--- config.mk ---
export PLATFORM = sky130hd
export DESIGN_NAME = br_fetch_ctrl
export DESIGN_NICKNAME = d
export VERILOG_FILES = /design/src/rtl/br_fetch_ctrl.sv
export SDC_FILE = /design/constraint.sdc
export NUM_CORES = 1
export LEC_CHECK = 0
export BUFFER_PORTS_ARGS = -buffer_cell sky130_fd_sc_hd__buf_2
export CAP_MARGIN = 20
export CORE_UTILIZATION = 35
export DETAILED_ROUTE_END_ITERATION = 10
export PLACE_DENSITY = 0.55
export SYNTH_ARGS = -nofsm -noshare
export SYNTH_HDL_FRONTEND = slang
export SYNTH_SLANG_ARGS = --single-unit
--- constraint.sdc ---
create_clock -name clk -period 4.12 [get_ports clk]
set_clock_uncertainty 0.05 [all_clocks]
set_input_delay 0.824 -clock clk [delete_from_list [all_inputs] [get_ports clk]]
set_output_delay 0.824 -clock clk [all_outputs]
set_load 0.02 [all_outputs]
--- src/rtl/br_fetch_ctrl.sv ---
// Fetch-stage next-PC sequencer: PC register, branch prediction, single outstanding branch, redirect/flush, halt, watchdog.
// Optional backward-taken/forward-not-taken prediction is enabled by defining BTFN_PRED_EN.
module br_fetch_ctrl #(
    parameter logic [15:0] RESET_PC = 16'h0000,
    parameter logic [3:0]  BR_OP    = 4'b1100,
    parameter logic [3:0]  HLT_OP   = 4'b0000,
    parameter int unsigned MAX_WAIT = 8
) (
    input  logic        clk,
    input  logic        rst_n,
    input  logic [15:0] instr_if,
    input  logic [15:0] br_pc_if,
    input  logic        stall,
    input  logic        br_res_vld,
    input  logic        br_res_taken,
    output logic [15:0] pc,
    output logic        flush,
    output logic        br_pend,
    output logic        halted,
    output logic        err_timeout
);

    localparam int unsigned PC_W  = 16;
    localparam int unsigned CNT_W = 8;
    localparam logic [CNT_W-1:0] CNT_MAX = CNT_W'(MAX_WAIT);

    typedef enum logic [1:0] {RUN, BR_WAIT, HALT} state_t;

    state_t            state_q, state_d;
    logic [PC_W-1:0]   pc_q, pc_d;
    logic [PC_W-1:0]   tgt_q, tgt_d;
    logic [PC_W-1:0]   fall_q, fall_d;
    logic              pred_q, pred_d;
    logic [CNT_W-1:0]  cnt_q, cnt_d;
    logic              err_q, err_d;
    logic              flush_q, flush_d;
    logic              br_pend_q, br_pend_d;
    logic              halted_q, halted_d;

    logic [3:0]        opcode_c;
    logic [PC_W-1:0]   pc_inc_c;
    logic              pred_c;
    logic              run_fetch_c;
    logic              unused_ok_c;

    assign opcode_c = instr_if[15:12];
    assign pc_inc_c = pc_q + PC_W'(1);

`ifdef BTFN_PRED_EN
    assign pred_c = instr_if[8];
`else
    assign pred_c = 1'b0;
`endif

    // Low instruction bits only matter to the branch-target adder upstream.
    assign unused_ok_c = ^instr_if[11:0];

    // Next-state, next-PC and output decode
    always_comb begin
        state_d     = state_q;
        pc_d        = pc_q;
        tgt_d       = tgt_q;
        fall_d      = fall_q;
        pred_d      = pred_q;
        cnt_d       = cnt_q;
        err_d       = err_q;
        flush_d     = 1'b0;
        run_fetch_c = 1'b0;

        case (state_q)
            RUN: run_fetch_c = 1'b1;
            BR_WAIT: begin
                if (br_res_vld) begin
                    state_d = RUN;
                    if (br_res_taken == pred_q) begin
                        run_fetch_c = 1'b1;
                    end else begin
                        pc_d    = br_res_taken ? tgt_q : fall_q;
                        flush_d = 1'b1;
                    end
                end else begin
                    if (cnt_q >= CNT_MAX - CNT_W'(1)) begin
                        cnt_d = CNT_MAX;
                        err_d = 1'b1;
                    end else begin
                        cnt_d = cnt_q + CNT_W'(1);
                    end
                    // A second branch or a halt waits until the first branch resolves.
                    if (!stall && opcode_c != BR_OP && opcode_c != HLT_OP) begin
                        pc_d = pc_inc_c;
                    end
                end
            end
            default: ;
        endcase

        if (run_fetch_c && !stall) begin
            if (opcode_c == HLT_OP) begin
                state_d = HALT;
            end else if (opcode_c == BR_OP) begin
                tgt_d   = br_pc_if;
                fall_d  = pc_inc_c;
                pred_d  = pred_c;
                pc_d    = pred_c ? br_pc_if : pc_inc_c;
                cnt_d   = '0;
                state_d = BR_WAIT;
            end else begin
                pc_d = pc_inc_c;
            end
        end

        br_pend_d = (state_d == BR_WAIT);
        halted_d  = (state_d == HALT);
    end

    always_ff @(posedge clk or negedge rst_n) begin
        if (!rst_n) begin
            state_q   <= RUN;
            pc_q      <= RESET_PC;
            tgt_q     <= '0;
            fall_q    <= '0;
            pred_q    <= 1'b0;
            cnt_q     <= '0;
            err_q     <= 1'b0;
            flush_q   <= 1'b0;
            br_pend_q <= 1'b0;
            halted_q  <= 1'b0;
        end else begin
            state_q   <= state_d;
            pc_q      <= pc_d;
            tgt_q     <= tgt_d;
            fall_q    <= fall_d;
            pred_q    <= pred_d;
            cnt_q     <= cnt_d;
            err_q     <= err_d;
            flush_q   <= flush_d;
            br_pend_q <= br_pend_d;
            halted_q  <= halted_d;
        end
    end

    assign pc          = pc_q;
    assign flush       = flush_q;
    assign br_pend     = br_pend_q;
    assign halted      = halted_q;
    assign err_timeout = err_q;

endmodule

==> metrics.cfg <==
[status]
outcome=finished, final reports clean

[drt]
drc=0
vias_per_cell=5.263
wire_per_inst_um=14.71
vias=1784
drt_wl_total_um=4988
drt-initial-drc-count=81
drtPass1Iterations=4
antenna_left=0

[logic_synthesis]
synth_seq_cells=46
synth_area_leaders=dfrtp_1, mux2_2, a21oi_1, nand3_1, nand2_1
syn-cell-area_um2=2240
yosys.area.top_type=dfrtp_1
syn_nets=255
synth_edf_count=0
postSynth.asyncResetShare_pct=100.0
yosysSeqAreaShare_pct=51.40
syn_avg_cell_area_um2=10.37
ys_types=42
ys_warn_count=0
yosysTopAreaCellShare_pct=51.40
synthCells=216
synth-main-ff-cell=dfrtp_1

[layout]
layout.cells.non_filler=339
diodes=0
final_area_um2=2671
final_layout_size_suffix_gt1_share_pct=27.27
mostFrequentLayoutCells=dfrtp_1, buf_2, nand2_1, mux2_2, a21oi_1
area_delta_synth_final_pct=19.27
nFillCells=616
nets=303
final_common_cell=dfrtp_1

[clock_network]
htreeDepth=2
path_clk_slew_ps=90
cts_resized=0
cts_hold_buf=0
cts.path.max_buffers=2
clock_latency_ps=300
cts_tree=done
root_buffer=clkbuf_8
cts_made_buffers=5
numClockSinks=46
cts_setup_buffers=0

[power]
vdd_drop_max_v=0.0002614
internal_power_mw=0.9244
p_per_area_nw_per_um2=519.6
switching_share_pct=33.40
power.leakage_nw=1.288
power.share.clock_pct=25.1
netSwitchingPower_mw=0.4637
combPwrFrac_pct=26.0
pwr-share-seq_pct=48.9

[timing]
tightest_slew_ps=845.5
finalCritPeriodShare_pct=62.95
finalSetupViolCount=0
rsz0062_at_grt=no
fmax_ghz=0.3856
slew_violations=0
relSlewSlack_pct=43.11
setup_tns_ps=0
hold_viol=0
post-route-min-period_ps=2594

[worst_setup_path]
worstSetupEndpoint=pc[15]
cp-startpoint=br_res_vld
path_max_fanout=16
regToRegStartpoint=state_q[1]
r2r_setup_slack_ps=1730
crit_buf_inv=1
rr_endpoint=pc[15]
cp.depth=6
max_stage_delay_ps=590
worstSetupPathType=primary input to flop
path_delay_family=compound AO/OA/AOI/OAI gates
worstRegToRegCells=5
crit_chain=buf_2 -> or3b_1 -> a311o_1 -> a21oi_2 -> a21oi_1 -> o22a_1
start_kind=primary input
critPathRequiredTime_ps=4250
worstPathArrival_ps=2730
cp-end-kind=flop
slowest_stage=a21oi_2

[grt]
grt_pass1_vias=1667
met3_usage_pct=3.778
grt_usage_pct=16.27
met1_usage_pct=21.17
busiest_layer=met2
grt_max_degree=47
use_met2_pct=26.78
antenna_found_initial=0
grt_overflow=0
grt_pass1_wl_um=8238

[floorplan]
start_util_pct=36.95
die-width_um=82.00
dieArea_um2=6723
fp-row-count=28
core-area_um2=6061
ios=57
die_h_um=82.00

[placement]
gp_congestion=0.7508
port_buffers=44
placed_area_um2=2539
place_inst=331
hpwlAfterDp_um=3495

[job]
cap_violations=0

[min_path]
min_path_type=primary input to asynchronous set/reset pin

## power by group through the flow
| stage | sequential [mW] | clock (mW) | combinational, mW |
|---|---|---|---|
| floorplan | 0.721 | 0 | 0.192 |
| global placement | 0.686 | 0 | 0.352 |
| detailed placement | 0.689 | 0 | 0.363 |
| CTS | 0.679 | 0.356 | 0.363 |
| global route | 0.698 | 0.374 | 0.402 |
| finish | 0.679 | 0.348 | 0.361 |
## through the flow
| step | setup slack [ps] | hold slack (ps) | util (%) | power [mW] |
|---|---|---|---|---|
| floorplan | 1801 | 408.8 | - | 0.9133 |
| global placement | 1263 | 395.4 | 41.89 | 1.039 |
| detailed placement | 1198 | 437.0 | 41.89 | 1.052 |
| CTS | 1518 | 458.4 | 43.74 | 1.399 |
| global route | 1389 | 418.7 | 44.08 | 1.473 |
| finish | 1526 | 396.1 | 44.08 | 1.388 |
## cells by family (layout without fill, tap and decap cells)
group | count (synthesis) | after routing | synth area share, %
buffers and inverters | 15 | 63 | 2.849
adders and majority gates | 2 | 2 | 1.117
AOI/OAI and AO/OA | 57 | 57 | 17.21
muxes | 16 | 16 | 7.989
DFF | 46 | 46 | 51.40
and+or+nand+nor | 74 | 74 | 17.10
xor gates and xnor gates | 6 | 6 | 2.346
## layer usage
metal	vias to the layer above	wire length, µm	part of all wire [%]
li1	882	-	-
met1	864	2364	47
met2	31	2394	48
met3	7	172	3.4
met4	0	57	1.1
met5	-	0	0
## final cells by class
| class | count | area, µm² | area share, % |
|---|---|---|---|
| Clock buffer | 6 | 82.58 | 3.091 |
| Clock inverter | 1 | 30.03 | 1.124 |
| Inverter | 9 | 33.78 | 1.265 |
| Multi-Input combinational cell | 155 | 1025 | 38.36 |
| Sequential cell | 46 | 1151 | 43.09 |
| Tap cell | 75 | 93.84 | 3.513 |
| Timing Repair Buffer | 47 | 255.2 | 9.555 |
## how the worst min path moves through the flow
stage                 from           to  slack, ps
6_report             rst_n     tgt_q[5]        400
4_1_cts        err_timeout  err_timeout        460
3_3_place_gp   err_timeout  err_timeout        400
2_1_floorplan     tgt_q[3]        pc[3]        410
3_5_place_dp   err_timeout  err_timeout        440
5_1_grt              rst_n     tgt_q[3]        420
## registers in the layout (all words and copies together) (netlist names)
signal       count
br_pend          1
cnt_q            8
err_timeout      1
flush            1
halted           1
pc              16
state_q          2
tgt_q           16
## synthesized netlist by cell type (all sizes together) (2+ instances only)
cell type  number
a31oi           2
clkbuf          2
o31a            2
nor4            4
xnor2           4
mux2           15
and3            8
nand2b          6
nor2b           3
nand4           4
ha              2
a21o            3
nand2          15
and2            3
nand3          12
a211o           3
nor2           13
inv             9
dfrtp          46
buf             4
a221o           2
a32oi           4
xor2            2
a21oi          15
a22oi           7
o21ai          13
Power figures use the tool's default switching activity.
